==> config.mk <==
export PLATFORM = sky130hd
export DESIGN_NAME = aes_dec_round_sched_flat
export DESIGN_NICKNAME = d
export VERILOG_FILES = /design/src/rtl/aes_dec_round_sched_if.sv /design/src/rtl/aes_dec_round_sched.sv /design/src/flat_wrapper.sv
export SDC_FILE = /design/constraint.sdc
export NUM_CORES = 1
export LEC_CHECK = 0
export CORE_MARGIN = 5
export CORE_UTILIZATION = 45
export DETAILED_ROUTE_END_ITERATION = 12
export PLACE_DENSITY_LB_ADDON = 0.05
export RECOVER_POWER = 25
export SYNTH_ARGS = -nofsm -noshare
export SYNTH_HDL_FRONTEND = slang
export SYNTH_SLANG_ARGS = --single-unit
==> constraint.sdc <==
create_clock -name ap_clk -period 5.6 [get_ports ap_clk]
set_clock_uncertainty 0.05 [all_clocks]
set_input_delay 1.12 -clock ap_clk [delete_from_list [all_inputs] [get_ports ap_clk]]
set_output_delay 1.12 -clock ap_clk [all_outputs]
set_load 0.01 [all_outputs]
==> src/rtl/aes_dec_round_sched_if.sv <==
// Start/done handshake bundle between the AES decrypt round sequencer and its
// ARK / ISB / IMC sub-blocks, plus the shared statemt port owner select.
interface aes_dec_round_sched_if #(
    parameter int N_W = 5
);
    logic           ark_start;
    logic           ark_done;
    logic [N_W-1:0] ark_n;
    logic           isb_start;
    logic           isb_done;
    logic           imc_start;
    logic           imc_done;
    logic [2:0]     port_sel;

    modport master (
        output ark_start, ark_n, isb_start, imc_start, port_sel,
        input  ark_done, isb_done, imc_done
    );

    modport slave (
        input  ark_start, ark_n, isb_start, imc_start, port_sel,
        output ark_done, isb_done, imc_done
    );
endinterface

==> src/rtl/aes_dec_round_sched.sv <==
// AES decrypt round sequencer: walks ARK/ISB/IMC in decrypt order, drives the
// ARK round index and statemt ownership, and aborts on a stalled sub-block.
//
// state | meaning
// IDLE  | waiting for ap_start
// ARK0  | initial AddRoundKey with round key nr
// ISB   | InvShiftRows+InvSubBytes of a middle round
// ARKR  | AddRoundKey of a middle round
// IMC   | InvMixColumns of a middle round
// ISBL  | InvShiftRows+InvSubBytes of the last round
// ARKL  | final AddRoundKey with round key 0
// FIN   | one-cycle ap_done, back to IDLE
module aes_dec_round_sched #(
    parameter int NR_W    = 4,
    parameter int N_W     = 5,
    parameter int TIMEOUT = 1024,
    parameter int CNT_W   = 11
) (
    input  logic                 ap_clk,
    input  logic                 ap_rst_n,
    input  logic                 ap_start,
    input  logic [NR_W-1:0]      nr,
    output logic                 ap_done,
    output logic                 ap_idle,
    output logic                 ap_ready,
    output logic                 err,
    output logic [NR_W-1:0]      round,
    aes_dec_round_sched_if.master sub
);

    typedef enum logic [2:0] {
        IDLE, ARK0, ISB, ARKR, IMC, ISBL, ARKL, FIN
    } state_t;

    localparam bit               WD_EN   = (TIMEOUT != 0);
    localparam logic [CNT_W-1:0] WD_LAST = CNT_W'(TIMEOUT - 1);

    state_t            state_q, state_d;
    logic [NR_W-1:0]   round_q, round_d;
    logic [CNT_W-1:0]  wd_q, wd_d;
    logic              err_q, err_d;
    logic              ready_q, ready_d;
    logic              done_q, done_d;
    logic              idle_q, idle_d;
    logic              ark_start_q, ark_start_d;
    logic              isb_start_q, isb_start_d;
    logic              imc_start_q, imc_start_d;
    logic [N_W-1:0]    ark_n_q, ark_n_d;
    logic [2:0]        port_sel_q, port_sel_d;

    logic              wait_st;
    logic              owner_done;
    logic              timeout;

    always_comb begin
        state_d    = state_q;
        round_d    = round_q;
        err_d      = err_q;
        wd_d       = wd_q;
        ready_d    = 1'b0;
        wait_st    = 1'b0;
        owner_done = 1'b0;

        case (state_q)
            ARK0, ARKR, ARKL: begin
                wait_st    = 1'b1;
                owner_done = sub.ark_done;
            end
            ISB, ISBL: begin
                wait_st    = 1'b1;
                owner_done = sub.isb_done;
            end
            IMC: begin
                wait_st    = 1'b1;
                owner_done = sub.imc_done;
            end
            default: begin
                wait_st    = 1'b0;
                owner_done = 1'b0;
            end
        endcase

        // a done in the timeout cycle still counts as success
        timeout = WD_EN && wait_st && !owner_done && (wd_q == WD_LAST);

        case (state_q)
            IDLE: begin
                if (ap_start) begin
                    round_d = nr;
                    ready_d = 1'b1;
                    err_d   = 1'b0;
                    state_d = (nr != '0) ? ARK0 : ARKL;
                end
            end
            ARK0: begin
                if (sub.ark_done) begin
                    round_d = round_q - 1'b1;
                    state_d = (round_q > NR_W'(1)) ? ISB : ISBL;
                end
            end
            ISB: begin
                if (sub.isb_done) state_d = ARKR;
            end
            ARKR: begin
                if (sub.ark_done) state_d = IMC;
            end
            IMC: begin
                if (sub.imc_done) begin
                    if (round_q == NR_W'(1)) begin
                        state_d = ISBL;
                    end else begin
                        round_d = round_q - 1'b1;
                        state_d = ISB;
                    end
                end
            end
            ISBL: begin
                if (sub.isb_done) state_d = ARKL;
            end
            ARKL: begin
                if (sub.ark_done) state_d = FIN;
            end
            FIN: begin
                state_d = IDLE;
            end
            default: begin
                state_d = IDLE;
            end
        endcase

        if (timeout) begin
            state_d = FIN;
            err_d   = 1'b1;
        end

        if (state_d != state_q) begin
            wd_d = '0;
        end else if (WD_EN && wait_st) begin
            wd_d = wd_q + CNT_W'(1);
        end

        // outputs are a function of the next state so they register alongside it
        ark_start_d = (state_d == ARK0) || (state_d == ARKR) || (state_d == ARKL);
        isb_start_d = (state_d == ISB)  || (state_d == ISBL);
        imc_start_d = (state_d == IMC);
        ark_n_d     = ((state_d == ARK0) || (state_d == ARKR)) ? N_W'(round_d) : '0;
        port_sel_d  = {imc_start_d, isb_start_d, ark_start_d};
        idle_d      = (state_d == IDLE);
        done_d      = (state_d == FIN);
    end

    always_ff @(posedge ap_clk or negedge ap_rst_n) begin
        if (!ap_rst_n) begin
            state_q     <= IDLE;
            round_q     <= '0;
            wd_q        <= '0;
            err_q       <= 1'b0;
            ready_q     <= 1'b0;
            done_q      <= 1'b0;
            idle_q      <= 1'b1;
            ark_start_q <= 1'b0;
            isb_start_q <= 1'b0;
            imc_start_q <= 1'b0;
            ark_n_q     <= '0;
            port_sel_q  <= '0;
        end else begin
            state_q     <= state_d;
            round_q     <= round_d;
            wd_q        <= wd_d;
            err_q       <= err_d;
            ready_q     <= ready_d;
            done_q      <= done_d;
            idle_q      <= idle_d;
            ark_start_q <= ark_start_d;
            isb_start_q <= isb_start_d;
            imc_start_q <= imc_start_d;
            ark_n_q     <= ark_n_d;
            port_sel_q  <= port_sel_d;
        end
    end

    assign ap_done       = done_q;
    assign ap_idle       = idle_q;
    assign ap_ready      = ready_q;
    assign err           = err_q;
    assign round         = round_q;
    assign sub.ark_start = ark_start_q;
    assign sub.isb_start = isb_start_q;
    assign sub.imc_start = imc_start_q;
    assign sub.ark_n     = ark_n_q;
    assign sub.port_sel  = port_sel_q;

endmodule

==> src/flat_wrapper.sv <==
// flat-port wrapper written by rule: the top's interface ports become plain ports
module aes_dec_round_sched_flat 
#(
    parameter int NR_W    = 4,
    parameter int N_W     = 5,
    parameter int TIMEOUT = 1024,
    parameter int CNT_W   = 11
)
  (ap_clk, ap_rst_n, ap_start, nr, ap_done, ap_idle, ap_ready, err, round, sub_ark_start, sub_ark_n, sub_isb_start, sub_imc_start, sub_port_sel, sub_ark_done, sub_isb_done, sub_imc_done);
  aes_dec_round_sched_if #(.N_W(N_W)) sub_i ();
  input  logic ap_clk;
  input  logic ap_rst_n;
  input  logic ap_start;
  input  logic [NR_W-1:0] nr;
  output logic ap_done;
  output logic ap_idle;
  output logic ap_ready;
  output logic err;
  output logic [NR_W-1:0] round;
  output wire logic [$bits(sub_i.ark_start)-1:0] sub_ark_start;
  output wire logic [$bits(sub_i.ark_n)-1:0] sub_ark_n;
  output wire logic [$bits(sub_i.isb_start)-1:0] sub_isb_start;
  output wire logic [$bits(sub_i.imc_start)-1:0] sub_imc_start;
  output wire logic [$bits(sub_i.port_sel)-1:0] sub_port_sel;
  input wire logic [$bits(sub_i.ark_done)-1:0] sub_ark_done;
  input wire logic [$bits(sub_i.isb_done)-1:0] sub_isb_done;
  input wire logic [$bits(sub_i.imc_done)-1:0] sub_imc_done;
  assign sub_ark_start = sub_i.ark_start;
  assign sub_ark_n = sub_i.ark_n;
  assign sub_isb_start = sub_i.isb_start;
  assign sub_imc_start = sub_i.imc_start;
  assign sub_port_sel = sub_i.port_sel;
  assign sub_i.ark_done = sub_ark_done;
  assign sub_i.isb_done = sub_isb_done;
  assign sub_i.imc_done = sub_imc_done;
  aes_dec_round_sched #(.NR_W(NR_W), .N_W(N_W), .TIMEOUT(TIMEOUT), .CNT_W(CNT_W)) u_core (.ap_clk(ap_clk), .ap_rst_n(ap_rst_n), .ap_start(ap_start), .nr(nr), .ap_done(ap_done), .ap_idle(ap_idle), .ap_ready(ap_ready), .err(err), .round(round), .sub(sub_i));
endmodule
==> qor.csv <==
metric,value,unit
dominant cells by area after synthesis,"dfrtp_1 (39%), nor3_2 (5.0%), nor2_1 (3.6%)",
crit-path max FO,11,
CP startpoint kind,input pin,
clk_lat worst skew,270,ps
Post-synth ARST share,100,%
sequential element share of the synthesized area,40.5,%
Die W,73.1,microns
worst hold path depth,2,
area of the multi-input gates,951,sq um
CP Buf/Inv Count,1,
fill count,340,
largest net degree at the start of global routing,30,
"Reg clk slew, reported paths",60,ps
Setup Slack @ Placement,2120,ps
CTS Buf Count,5,
R2R depth,6,
Setup CP Type,in -> reg,
clk sink count,29,
Least-Margin Pin Slew,1530,ps
core area,0.00394,sq mm
worst endpoint required time,5690,ps
layout cells sized above 1,12.6,%
I/O Pins,29,
status,"complete, but fails checks",
Final GP Congestion,0.913,
period utilization,57.0,%
CP endpoint kind,flip-flop,
overall die height,73.1,microns
HPWL after DPL,3050,microns
H-Tree Depth,2,
Post-Synthesis Cell Area,0.00179,sq mm
Vias,1440,
CTS root buffer,clkbuf_8,
post-synthesis cell count,181,
slowest CP cell,clkdlybuf4s50_1,
Initial Util,45.5,%
Slew Limit Fails,30,
leading cell types by count after synthesis,"dfrtp_1 (28), nor2_1 (17), nand2_1 (13), nor3_2 (9), nor2b_1 (7)",
crit-path leading delay family,compound AO/OA/AOI/OAI gates,
violated checks,"capacitance limit, slew limit",
wire per inst,15.6,microns
Leak,0.857,nW
DRC violations left,0,
ANT nets after route,0,
max frequency,313,MHz
#FFs+latches synth,29,
Fin Setup TNS,0,ps
total congestion overflow,0,
"Warnings, synthesis",0,
top_reg_cell synth,dfrtp_1,
area grow syn2layout,18.6,%
max-cap violation count,1,
power per cell area,516,mW/mm^2
vias per std cell,5.63,
Final Hold Vio Count,0,
initial antenna violation count,0,
Post-Syn Area per Cell,9.91,sq um
Antenna Cells,0,
post-synthesis cell type count,58,
Starting DRT DRC Count,63,
slack of the critical path,2410,ps
RSZ-0062 raised after global routing,no,
PortBufs,27,
vias in the first global route,1478,
All-Layer GR Usage,16.7,%
Tmin final,3190,ps
"EDFF count, synth",0,
Max rail drop VDD,0.255,mV
Total Wirelength,4000,microns
Setup Buffers After CTS,0,
Post-Syn Nets,194,
first-pass GRT wire length,6940,microns
row cnt,23,
iteration count of the initial detailed-routing pass,4,
Crit path largest cell delay,500,ps
Yosys top cell by area,dfrtp_1,
CP Data Arrival Time,3280,ps
post_cts resized,0,
register area,727,sq um
critical-path cell list,"clkdlybuf4s50_1, mux2_2, a311oi_2, o2111ai_4, nor3_1, a211o_1, nor2_1",
Tightest Hold Check Type,reg -> reg,
"count leader, synth",dfrtp_1,
final setup vio count,0,
Slew Limit Headroom,-2.33,%
buffer levels on the longest clock path,2,
post-synth top area share,39.1,%
hold_buf cts,0,
die area,0.00535,sq mm
Crit path depth,7,
Nets,218,
CTS tree,built,
per-layer routing:
| layer | global-route usage (%) | up-vias | part of all wire (%) |
|---|---|---|---|
| li1 | - | 691 | - |
| met3 | 4.55 | 6 | 7.3 |
| met1 | 19.4 | 692 | 40 |
| met2 | 29.6 | 51 | 52 |
| met5 | 0 | - | 0 |
| met4 | 4.92 | 0 | 1.3 |
power breakdown:
group	total [mW]	internal, mW	leakage [nW]	switching [mW]
registers	0.363	0.267	0.384	0.0962
logic	0.575	0.257	0.428	0.317
clock network	0.160	0.0858	0.0450	0.0747
final timing paths:
check | startpoint | to | slack (ps)
min in group asynchronous | ap_rst_n | u_core.ap_ready | 1700
min reg2reg | u_core.wd_q[6] | u_core.wd_q[6] | 490
max in group asynchronous | ap_rst_n | u_core.wd_q[6] | 2900
max reg2reg | u_core.state_q[2] | u_core.wd_q[4] | 2880
min | u_core.wd_q[6] | u_core.wd_q[6] | 490
max | sub_ark_done | u_core.wd_q[4] | 2410
sequential cells by signal, indices dropped and copies added (netlist names):
signal / count
u_core.ap_done: 1
u_core.sub.port_sel: 2
u_core.sub.imc_start: 1
u_core.state_q: 3
u_core.ap_idle: 1
u_core.wd_q: 11
u_core.ap_ready: 1
u_core.round: 4
u_core.sub.ark_n: 4
u_core.err: 1
through the flow:
stage	instance area [sq um]	hold slack [ps]	cells	util (%)	power (mW)
floorplan	1790	448	181	-	0.796
global placement	2050	473	248	52.0	0.935
detailed placement	2050	469	248	52.0	0.942
CTS	2130	486	256	54.0	1.11
global route	2130	530	256	54.0	1.19
finish	2130	491	256	54.0	1.10
area by class of cell:
type / count / area share, %
Clock buffer: 6 / 3.41
Clock inverter: 2 / 0.471
Inverter: 8 / 1.41
Multi-Input combinational cell: 133 / 44.7
Sequential cell: 29 / 34.2
Tap cell: 50 / 2.94
Timing Repair Buffer: 28 / 12.9
cells in the final DEF (no fill, tap or decap), types with 5 or more instances in the layout:
cell / synthesis / final
inv_1: 5 / 5
o21ai_0: 5 / 5
nor2b_1: 7 / 7
xnor2_1: 5 / 5
clkbuf_8: 0 / 5
a21oi_1: 5 / 5
nand3_1: 5 / 5
xor2_1: 5 / 5
clkdlybuf4s50_1: 0 / 26
dfrtp_1: 28 / 28
nor2_1: 17 / 17
nand2_1: 13 / 13
nor3_2: 9 / 9
kinds of logic (layout without fill, tap and decap cells):
| group | count (synthesis) | count (layout) | synth area share (%) |
|---|---|---|---|
| simple gates | 84 | 84 | 29.6 |
| compound gates | 32 | 32 | 14.4 |
| flops | 29 | 29 | 40.5 |
| buf+inv | 19 | 44 | 6.42 |
| xor+xnor | 10 | 10 | 4.88 |
| fa+ha+maj | 3 | 3 | 2.09 |
| mux | 3 | 3 | 1.81 |
| other cells | 1 | 1 | 0.209 |
worst min-delay path, stage by stage, from the launching register on:
cell	delay, ps
dfrtp_1	350
xor2_1	70
nor2_1	80
Note: power is estimated with default switching activity, not from simulation.
